### src/rtl/mch_led_pwm_if.sv
// iomem bus bundle between the SoC master and the PWM slave.
interface mch_led_pwm_if;
    logic        iomem_valid;
    logic        iomem_ready;
    logic [3:0]  iomem_wstrb;
    logic [31:0] iomem_addr;
    logic [31:0] iomem_wdata;
    logic [31:0] iomem_rdata;

    modport master (
        output iomem_valid, iomem_wstrb, iomem_addr, iomem_wdata,
        input  iomem_ready, iomem_rdata
    );
    modport slave (
        input  iomem_valid, iomem_wstrb, iomem_addr, iomem_wdata,
        output iomem_ready, iomem_rdata
    );
endinterface

### src/rtl/mch_led_pwm.sv
// Three-channel PWM on iomem with period/duty shadows applied at wrap; fade engine under MCH_LED_PWM_FADE_EN.
// Bus ack one cycle after a selected request (master holds until ready); pwm_out lags cnt by one cycle.
module mch_led_pwm #(
    parameter logic [7:0] BASE_ADDR = 8'h04,
    parameter int         CNT_WIDTH = 16
) (
    input  logic         clk,
    input  logic         resetn,
    mch_led_pwm_if.slave bus,
    output logic [2:0]   pwm_out
);
    typedef logic [CNT_WIDTH-1:0] cnt_t;

    logic [4:0]  ctrl;
    cnt_t        period_sh;
    cnt_t        period_act;
    cnt_t        cnt;
    cnt_t        duty_sh  [3];
    cnt_t        duty_act [3];
    cnt_t        duty_nxt [3];
    logic        wrap_flag;
    logic        en;
    logic        wrap;
    logic        sel;
    logic        we;
    logic [2:0]  off;
    logic [31:0] rd_mux;
    logic [31:0] merged;
    logic        unused_addr;
`ifdef MCH_LED_PWM_FADE_EN
    cnt_t        step_sh;
`endif

    function automatic logic [31:0] ext(input cnt_t v);
        logic [31:0] r;
        r = '0;
        r[CNT_WIDTH-1:0] = v;
        return r;
    endfunction

    function automatic logic [31:0] merge(input logic [31:0] old, input logic [31:0] wd,
                                          input logic [3:0] be);
        logic [31:0] r;
        r = old;
        for (int b = 0; b < 4; b++)
            if (be[b]) r[8*b +: 8] = wd[8*b +: 8];
        return r;
    endfunction

    assign en          = ctrl[0];
    assign wrap        = en && (cnt == period_act);
    assign off         = bus.iomem_addr[4:2];
    assign we          = |bus.iomem_wstrb;
    assign sel         = bus.iomem_valid && !bus.iomem_ready && (bus.iomem_addr[31:24] == BASE_ADDR);
    assign unused_addr = &{1'b0, bus.iomem_addr[23:5], bus.iomem_addr[1:0]};

    always_comb begin
        rd_mux = '0;
        case (off)
            3'd0: rd_mux = {27'd0, ctrl};
            3'd1: rd_mux = ext(period_sh);
            3'd2: rd_mux = ext(duty_sh[0]);
            3'd3: rd_mux = ext(duty_sh[1]);
            3'd4: rd_mux = ext(duty_sh[2]);
            3'd5: begin
                rd_mux     = ext(cnt);
                rd_mux[16] = wrap_flag;
            end
`ifdef MCH_LED_PWM_FADE_EN
            3'd6: rd_mux = ext(step_sh);
`endif
            default: rd_mux = '0;
        endcase
    end

    // Byte-lane merge against the current register contents of the addressed slot.
    assign merged = merge(rd_mux, bus.iomem_wdata, bus.iomem_wstrb);

    always_ff @(posedge clk or negedge resetn) begin
        if (!resetn) begin
            bus.iomem_ready <= 1'b0;
            bus.iomem_rdata <= '0;
            ctrl            <= '0;
            period_sh       <= '0;
            wrap_flag       <= 1'b0;
            for (int i = 0; i < 3; i++) duty_sh[i] <= '0;
`ifdef MCH_LED_PWM_FADE_EN
            step_sh         <= '0;
`endif
        end else begin
            bus.iomem_ready <= sel;
            if (sel) bus.iomem_rdata <= rd_mux;
            if (sel && we) begin
                case (off)
`ifdef MCH_LED_PWM_FADE_EN
                    3'd0: ctrl <= merged[4:0];
                    3'd6: step_sh <= cnt_t'(merged);
`else
                    3'd0: ctrl <= {1'b0, merged[3:0]};
`endif
                    3'd1: period_sh  <= cnt_t'(merged);
                    3'd2: duty_sh[0] <= cnt_t'(merged);
                    3'd3: duty_sh[1] <= cnt_t'(merged);
                    3'd4: duty_sh[2] <= cnt_t'(merged);
                    3'd5: if (bus.iomem_wstrb[2] && bus.iomem_wdata[16]) wrap_flag <= 1'b0;
                    default: ;
                endcase
            end
            // A wrap on the same edge as a clear must win.
            if (wrap) wrap_flag <= 1'b1;
        end
    end

    always_comb begin
        for (int i = 0; i < 3; i++) begin
            duty_nxt[i] = duty_sh[i];
`ifdef MCH_LED_PWM_FADE_EN
            if (ctrl[4]) begin
                if (duty_act[i] < duty_sh[i])
                    duty_nxt[i] = ((duty_sh[i] - duty_act[i]) <= step_sh) ? duty_sh[i]
                                                                          : duty_act[i] + step_sh;
                else
                    duty_nxt[i] = ((duty_act[i] - duty_sh[i]) <= step_sh) ? duty_sh[i]
                                                                          : duty_act[i] - step_sh;
            end
`endif
        end
    end

    always_ff @(posedge clk or negedge resetn) begin
        if (!resetn) begin
            cnt        <= '0;
            period_act <= '0;
            pwm_out    <= '0;
            for (int i = 0; i < 3; i++) duty_act[i] <= '0;
        end else begin
            if (!en) begin
                cnt        <= '0;
                period_act <= period_sh;
                for (int i = 0; i < 3; i++) duty_act[i] <= duty_sh[i];
            end else if (wrap) begin
                cnt        <= '0;
                period_act <= period_sh;
                for (int i = 0; i < 3; i++) duty_act[i] <= duty_nxt[i];
            end else begin
                cnt <= cnt + cnt_t'(1);
            end
            for (int i = 0; i < 3; i++)
                pwm_out[i] <= (en && (cnt < duty_act[i])) ^ ctrl[1+i];
        end
    end
endmodule

### src/flat_wrapper.sv
// flat-port wrapper written by rule: the top's interface ports become plain ports
module mch_led_pwm_flat 
#(
    parameter logic [7:0] BASE_ADDR = 8'h04,
    parameter int         CNT_WIDTH = 16
)
  (clk, resetn, pwm_out, bus_iomem_valid, bus_iomem_wstrb, bus_iomem_addr, bus_iomem_wdata, bus_iomem_ready, bus_iomem_rdata);
  mch_led_pwm_if bus_i ();
  input  logic clk;
  input  logic resetn;
  output logic [2:0] pwm_out;
  input wire logic [$bits(bus_i.iomem_valid)-1:0] bus_iomem_valid;
  input wire logic [$bits(bus_i.iomem_wstrb)-1:0] bus_iomem_wstrb;
  input wire logic [$bits(bus_i.iomem_addr)-1:0] bus_iomem_addr;
  input wire logic [$bits(bus_i.iomem_wdata)-1:0] bus_iomem_wdata;
  output wire logic [$bits(bus_i.iomem_ready)-1:0] bus_iomem_ready;
  output wire logic [$bits(bus_i.iomem_rdata)-1:0] bus_iomem_rdata;
  assign bus_i.iomem_valid = bus_iomem_valid;
  assign bus_i.iomem_wstrb = bus_iomem_wstrb;
  assign bus_i.iomem_addr = bus_iomem_addr;
  assign bus_i.iomem_wdata = bus_iomem_wdata;
  assign bus_iomem_ready = bus_i.iomem_ready;
  assign bus_iomem_rdata = bus_i.iomem_rdata;
  mch_led_pwm #(.BASE_ADDR(BASE_ADDR), .CNT_WIDTH(CNT_WIDTH)) u_core (.clk(clk), .resetn(resetn), .bus(bus_i), .pwm_out(pwm_out));
endmodule
### config.mk
export PLATFORM = sky130hd
export DESIGN_NAME = mch_led_pwm_flat
export DESIGN_NICKNAME = d
export VERILOG_FILES = /design/src/rtl/mch_led_pwm_if.sv /design/src/rtl/mch_led_pwm.sv /design/src/flat_wrapper.sv
export SDC_FILE = /design/constraint.sdc
export NUM_CORES = 1
export LEC_CHECK = 0
export ABC_AREA = 1
export CORE_MARGIN = 2
export CORE_UTILIZATION = 40
export DETAILED_ROUTE_END_ITERATION = 8
export PLACE_DENSITY = 0.64
export SYNTH_ARGS = -nofsm -noshare
export SYNTH_HDL_FRONTEND = slang
export SYNTH_SLANG_ARGS = --single-unit
export TNS_END_PERCENT = 100
### constraint.sdc
create_clock -name clk -period 2.22 [get_ports clk]
set_clock_uncertainty 0.2 [all_clocks]
set_input_delay 0.555 -clock clk [delete_from_list [all_inputs] [get_ports clk]]
set_output_delay 0.555 -clock clk [all_outputs]
set_load 0.01 [all_outputs]
==> metrics.md, run 1 <==
| Metric | Value |
|---|---|
| Status | `finished, final reports clean` |
| HPWL after DPL | `18600 µm` |
| Number of remaining DRC errors | `0` |
| LEAKAGE | `between 5 and 6 nW` |
| Fmax | `474 MHz` |
| Layout cells sized above 1 | `10.6%` |
| ANT cells | `0` |
| Top cells by area, synth | `dfrtp_1 (46%), nand2_1 (19%), nand3_1 (8.4%), ha_1 (6.2%), inv_1 (3.9%)` |
| Root Driver | `clkbuf_16` |
| Reg clk slew, reported paths | `0.07 ns` |
| Req. time, crit path | `2.34 ns` |
| Final setup fails | `0` |
| Setup total negative slack | `0 ns` |
| Fin crit period | `approximately 2.1 ns` |
| Worst EP arrival | `2.23 ns` |
| Pre-CTS setup slack | `-0.305 ns` |
| Clock sink count | `170` |
| WS Path Type | `input port to register` |
| Total track usage | `around 22%` |
| Clock buffer depth | `2` |
| Post-synth EDFFs | `0` |
| Most common cell on crit path | `nand2_1` |
| Per-cell routed wire length | `between 15 and 20 µm` |
| Avg Cell Area, Syn | `approximately 7.6 µm²` |
| Tightest hold margin | `about 0.29 ns` |
| Port buffer count | `55` |
| H-tree Lvls | `4` |
| Placement row count | `between 50 and 60` |
| Core Footprint | `roughly 23000 µm²` |
| Num CTS Buffers | `17` |
| Antenna-violating nets left | `0` |
| Die Ht | `156 µm` |
| Synth area leader | `dfrtp_1` |
| Final Worst Setup Slack | `between 0.1 and 0.15 ns` |
| DRT iter0 DRCs | `about 540` |
| Top delay family on crit path | `buffers and inverters` |
| Core Util, Final | `49.0%` |
| Io pins | `between 100 and 150` |
| First-pass DRT Iterations | `5` |
| Setup Fix Bufs, Post-CTS | `0` |
| Total Wirelength | `roughly 26000 µm` |
| Top cell type's share of synthesized area | `between 40 and 50%` |
| Via Count | `~8000` |
| Startpoint types | `input port` |
| Worst R2R Start | `u_core.cnt[15]$_DFF_PN0_` |
| Buffers & Inverters on Critical Path | `4` |
| Routed vias/inst | `5.03` |
| Layout Nets | `about 1400` |
| Netlist cell types | `29` |
| Max transition margin | `a little over three fifths` |
| CP Max Fanout | `12` |
| Full die area | `around 24000 µm²` |
| Post-route clock period utilization | `95.0%` |
| Share of synthesized flip-flops with an asynchronous set or reset | `between 90% and 100%` |
| Pwr dens | `between 600 and 700 nW/µm²` |
| Antenna violations before repair | `0` |
| Synthesized netlist cell count | `1219` |
| Slowest CP cell | `clkdlybuf4s50_1` |
| Hold Startpoint | `u_core.bus.iomem_rdata[0]$_DFFE_PN0P_` |
| Initial Utilization | `40.9%` |
| Commonest cells in the synthesized netlist | `nand2_1 (475), dfrtp_1 (170), nand3_1 (156)` |
| Final Hold Viols | `0` |
| Pins Over Slew Limit | `0` |
| Largest net degree at the start of global routing | `54` |
| Post-synthesis sequential area ratio | `around 46%` |
| Worst skew pair latency | `between 0.4 and 0.5 ns` |
| Max Cap Viol | `0` |
| Post-Syn Area | `a little over 9000 µm²` |
| Global route overflow | `0` |
| Number of global-route vias before repair | `~8000` |
| Critical path, cell by cell | `clkdlybuf4s50_1 -> buf_4 -> nand3_2 -> inv_2 -> buf_12 -> nand2_1 -> nand3_1 -> nor2_1 -> nand2_1 -> nand3_1 -> nand2_1` |
| Peak supply drop | `between 500 and 600 µV` |
| First-pass GRT wire length | `42100 µm` |
| Filler cells | `about 2200` |
| Synth warnings | `0` |
| Area Growth Syn to Fin | `19.7%` |
| Worst hold path type | `register to register` |
| Top-count cell post-synth | `nand2_1` |
| Die width | `156 µm` |
| Worst-Margin Slew | `about 0.55 ns` |
| CP startpoint | `bus_iomem_addr[2]` |
| Crit path largest cell delay | `slightly below 0.5 ns` |
| Routability cong. | `about 0.89` |
| CTS tree | `done` |
| RSZ-0062 raised after global routing | `false` |
| Reg2Reg Setup Slack | `~0.19 ns` |
| Crit path capture type | `register` |
| Predominant post-synthesis flop cell | `dfrtp_1` |
| Flops & latches, synth | `170` |
==> metrics by stage <==
stage	instance area, µm²	std cells	power, mW
2_1_floorplan	9340	1233	3.35
3_3_place_gp	10500	1581	3.57
3_5_place_dp	10500	1581	3.57
4_1_cts	11100	1614	6.75
5_1_grt	11100	1614	6.89
6_report	11100	1614	6.69
==> registers in the layout, summed over array words and instances (netlist names) <==
name,cells
u_core.cnt,16
u_core.period_act,16
u_core.duty_nxt,48
u_core.wrap_flag,1
u_core.pwm_out,3
u_core.bus.iomem_ready,1
u_core.bus.iomem_rdata,17
u_core.period_sh,16
u_core.duty_act,48
u_core.ctrl,4
==> cell type report <==
type | instances | area [µm²] | share of cell area, %
Multi-Input combinational cell | 899 | 4330 | 39.0
Sequential cell | 170 | 4260 | 38.3
Timing Repair Buffer | 120 | 1140 | 10.3
Clock buffer | 18 | 439 | 3.95
Inverter | 108 | 410 | 3.69
Tap cell | 285 | 357 | 3.21
Clock inverter | 14 | 185 | 1.66
==> worst paths after layout <==
path,endpoint,depth (start not counted)
setup / recovery,u_core.duty_nxt[21]$_DFFE_PN0P_,11
hold / removal,u_core.bus.iomem_rdata[0]$_DFFE_PN0P_,2
setup reg to reg,u_core.period_act[6]$_DFFE_PN0P_,9
hold reg to reg,u_core.bus.iomem_rdata[0]$_DFFE_PN0P_,2
max in group asynchronous,u_core.duty_act[32]$_DFFE_PN0P_,3
min in group asynchronous,u_core.duty_nxt[32]$_DFFE_PN0P_,2
==> power breakdown <==
group / internal, mW / total (mW) / switching (mW)
clock network: 1.83 / 3.17 / 1.34
registers: 3.11 / 3.12 / 0.0122
logic: 0.145 / 0.393 / 0.248
total: 5.09 / 6.69 / 1.60
==> worst reg2reg max path: stages, from the launching register on <==
cell	delay [ns]
dfrtp_1	0.49
xor2_1	0.21
nor2_1	0.20
nand2_1	0.10
nor2_2	0.13
nand2_4	0.08
nand2_2	0.13
buf_12	0.20
nand2_1	0.15
nand2_1	0.08
==> routing by layer <==
metal | up-vias | track usage, % | wire [µm] | share of wire, %
met4 | 0 | 6.33 | 450 | 1.8
met1 | 3848 | 32.5 | 12500 | 49
met5 | - | 0 | 0 | 0
met3 | 31 | 2.88 | 1410 | 5.5
li1 | 4004 | - | - | -
met2 | 228 | 34.2 | 11200 | 44
==> layout by cell type (no fill, tap or decap), types with 2 or more instances in the layout <==
master,instances
nand2_1,475
dfrtp_1,169
nand3_1,156
inv_1,97
nor2_1,81
buf_4,56
clkdlybuf4s50_1,54
ha_1,46
o21ai_0,28
xor2_1,21
clkbuf_16,17
a21oi_1,16
or2_2,16
conb_1,15
nor3_1,12
inv_2,9
buf_12,8
nand4_1,6
nand3b_1,6
inv_6,5
nor2_4,4
nand3_2,4
clkinv_4,4
nor2_2,3
bufinv_16,3
nand2_4,2
nand2_2,2
nor4_1,2
a211oi_1,2
inv_4,2
==> cells by family (layout without fill, tap and decap cells) <==
kind of cell | count (synthesis) | after routing | synth area share (%)
and+or+nand+nor | 771 | 771 | 35.3
DFF | 170 | 170 | 45.8
buffers and inverters | 164 | 260 | 8.15
adders and majority gates | 46 | 46 | 6.20
AOI/OAI and AO/OA | 46 | 46 | 2.53
xor gates and xnor gates | 21 | 21 | 1.98
other | 1 | 15 | 0.0404
==> repair_timing <==
item                                    CTS  global route
endpoints found under the hold margin    39             0
endpoints found under the setup margin    0            26
gates resized for setup                   0             5
hold buffers                              1             0
Power figures use the tool's default switching activity.
==> inputs of run 2 (changes only) <==
Settings changed: CORE_UTILIZATION 40 to 55, PLACE_DENSITY 0.64 to 0.82.
==> metrics.md, run 2 (synthesized netlist as in run 1, its figures left out) <==
| Metric | Value |
|---|---|
| Status | `finished, final reports clean` |
| Worst skew pair latency | `between 0.4 and 0.5 ns` |
| Pwr dens | `roughly 600 nW/µm²` |
| Worst hold path type | `register to register` |
| Non-Filler Instances | `1541` |
| Crit path capture type | `register` |
| Layout Nets | `1425` |
| Die width | `around 130 µm` |
| Post-route clock period utilization | `about 98%` |
| Total placed cells including tap cells | `between 1500 and 2000` |
| Die Ht | `between 100 and 150 µm` |
| Clock sink count | `170` |
| Most common cell on crit path | `nand2_1` |
| Clock buffer depth | `2` |
| Fin crit period | `2.17 ns` |
| CTS tree | `done` |
| Port buffer count | `between 50 and 60` |
| Pins Over Slew Limit | `0` |
| Layout cells sized above 1 | `10.5%` |
| CP Max Fanout | `15` |
| Per-cell routed wire length | `~16 µm` |
| Commonest cells after routing, fill and taps aside | `nand2_1 (475), dfrtp_1 (168), nand3_1 (153), inv_1 (97), nor2_1 (78)` |
| Req. time, crit path | `2.34 ns` |
| Max Cap Viol | `0` |
| Hold Startpoint | `u_core.bus.iomem_rdata[1]$_DFFE_PN0P_` |
| Number of global-route vias before repair | `between 8000 and 9000` |
| First-pass GRT wire length | `about 41000 µm` |
| Total Wirelength | `roughly 25000 µm` |
| Worst r2r path cells | `9` |
| Core Footprint | `16500 µm²` |
| Setup Fix Bufs, Post-CTS | `0` |
| Final Hold Viols | `0` |
| Full die area | `about 18000 µm²` |
| Commonest non-fill, non-tap cell in the layout | `nand2_1` |
| Worst-Margin Slew | `roughly 0.57 ns` |
| Worst EP arrival | `2.29 ns` |
| Reg clk slew, reported paths | `0.06 ns` |
| Via Count | `roughly 8500` |
| Placement row count | `47` |
| WS Path Type | `input port to register` |
| CP startpoint | `bus_iomem_addr[4]` |
| Critical path, cell by cell | `clkdlybuf4s50_1 -> inv_1 -> nand3_2 -> inv_2 -> nand2_1 -> nand2_1 -> a21oi_1 -> nand3_2 -> nand3_1 -> nand2_1` |
| Worst R2R Start | `u_core.cnt[1]$_DFF_PN0_` |
| Io pins | `~110` |
| Routability cong. | `a little under 0.9` |
| Startpoint types | `input port` |
| Initial Utilization | `between 50% and 60%` |
| Core Util, Final | `66.6%` |
| H-tree Lvls | `4` |
| Total track usage | `between 20% and 30%` |
| Peak supply drop | `between 400 and 500 µV` |
| Num CTS Buffers | `17` |
| Worst hold endpoint | `u_core.bus.iomem_rdata[1]$_DFFE_PN0P_` |
| Crit Reg-Reg Endpoint | `u_core.period_act[4]$_DFFE_PN0P_` |
| Root Driver | `clkbuf_16` |
| Number of remaining DRC errors | `0` |
| Fmax | `461 MHz` |
| Final setup fails | `0` |
| LEAKAGE | `about 6 nW` |
| Routed vias/inst | `roughly 5.5` |
| Antenna-violating nets left | `0` |
| Slowest CP cell | `clkdlybuf4s50_1` |
| Max transition margin | `between 60% and 70%` |
| Antenna violations before repair | `0` |
| Area Growth Syn to Fin | `18.6%` |
| First-pass DRT Iterations | `9` |
| ANT cells | `0` |
| HPWL after DPL | `17600 µm` |
| Crit path largest cell delay | `approximately 0.55 ns` |
| Reg2Reg Setup Slack | `0.13 ns` |
| DRT iter0 DRCs | `1000` |
| Global route overflow | `0` |
| Largest net degree at the start of global routing | `53` |
| Hold path cells | `2` |
-- run 2: worst max path at each step --
stage	to	slack (ns)	depth (start not counted)
global route	u_core.ctrl[2]$_DFFE_PN0P_	-0.02	10
CTS	u_core.duty_nxt[27]$_DFFE_PN0P_	0.1	10
floorplan	u_core.duty_nxt[38]$_DFFE_PN0P_	0.31	11
detailed placement	u_core.duty_nxt[27]$_DFFE_PN0P_	-0.34	10
finish	u_core.ctrl[2]$_DFFE_PN0P_	0.05	10
global placement	u_core.duty_nxt[27]$_DFFE_PN0P_	-0.31	10
-- run 2: routing by layer --
layer  routed length [µm]  GRT usage (%)
met3                 2460           6.20
met4                  680           10.9
met5                    0              0
met2                11400           45.4
met1                10500           40.7
-- run 2: what timing repair did --
item | 4_1_cts | 5_1_grt
hold buffers | 1 | 0
gates resized for setup | 0 | 10
hold endpoints to repair | 42 | 0
endpoints found under the setup margin | 0 | 38
-- run 2: worst max-delay path: cells and delay by family --
family / cells / cell delay, ns
buffers and inverters: 3 / 0.86
AND/OR/NAND/NOR: 6 / 0.65
AO/OA/AOI/OAI: 1 / 0.22
-- run 2: power by group --
part | internal (mW) | total [mW] | switching (mW)
combinational | 0.139 | 0.381 | 0.242
clock | 1.80 | 3.11 | 1.32
sequential | 3.11 | 3.12 | 0.0126
total | 5.05 | 6.62 | 1.57
-- run 2: final cells by class --
class	count	area, µm²
well taps	220	275
multi-input cells	899	4360
clock inverters	14	181
flip-flops and latches	170	4260
repair buffers	112	1110
clock buffers	18	429
inverters	108	408
fillers	1280	5510
-- run 2: metrics by stage --
stage	power, mW	setup WS, ns	hold slack (ns)	TNS [ns]	area, µm²
after floorplan	3.35	0.314	0.0594	0	9340
after global placement	3.55	-0.310	0.266	-19.07	10400
after detailed placement	3.56	-0.344	0.264	-22.07	10400
after CTS	6.62	0.0977	0.292	0	11000
after global routing	6.81	-0.0178	0.311	-0.0396	11000
final	6.62	0.0488	0.284	0	11000
==> inputs of run 3 (changes only) <==
Settings changed: SLEW_MARGIN set to 0.
==> results of run 3 <==
Same layout as run 2: the final DEF is identical, and so are final timing and power.
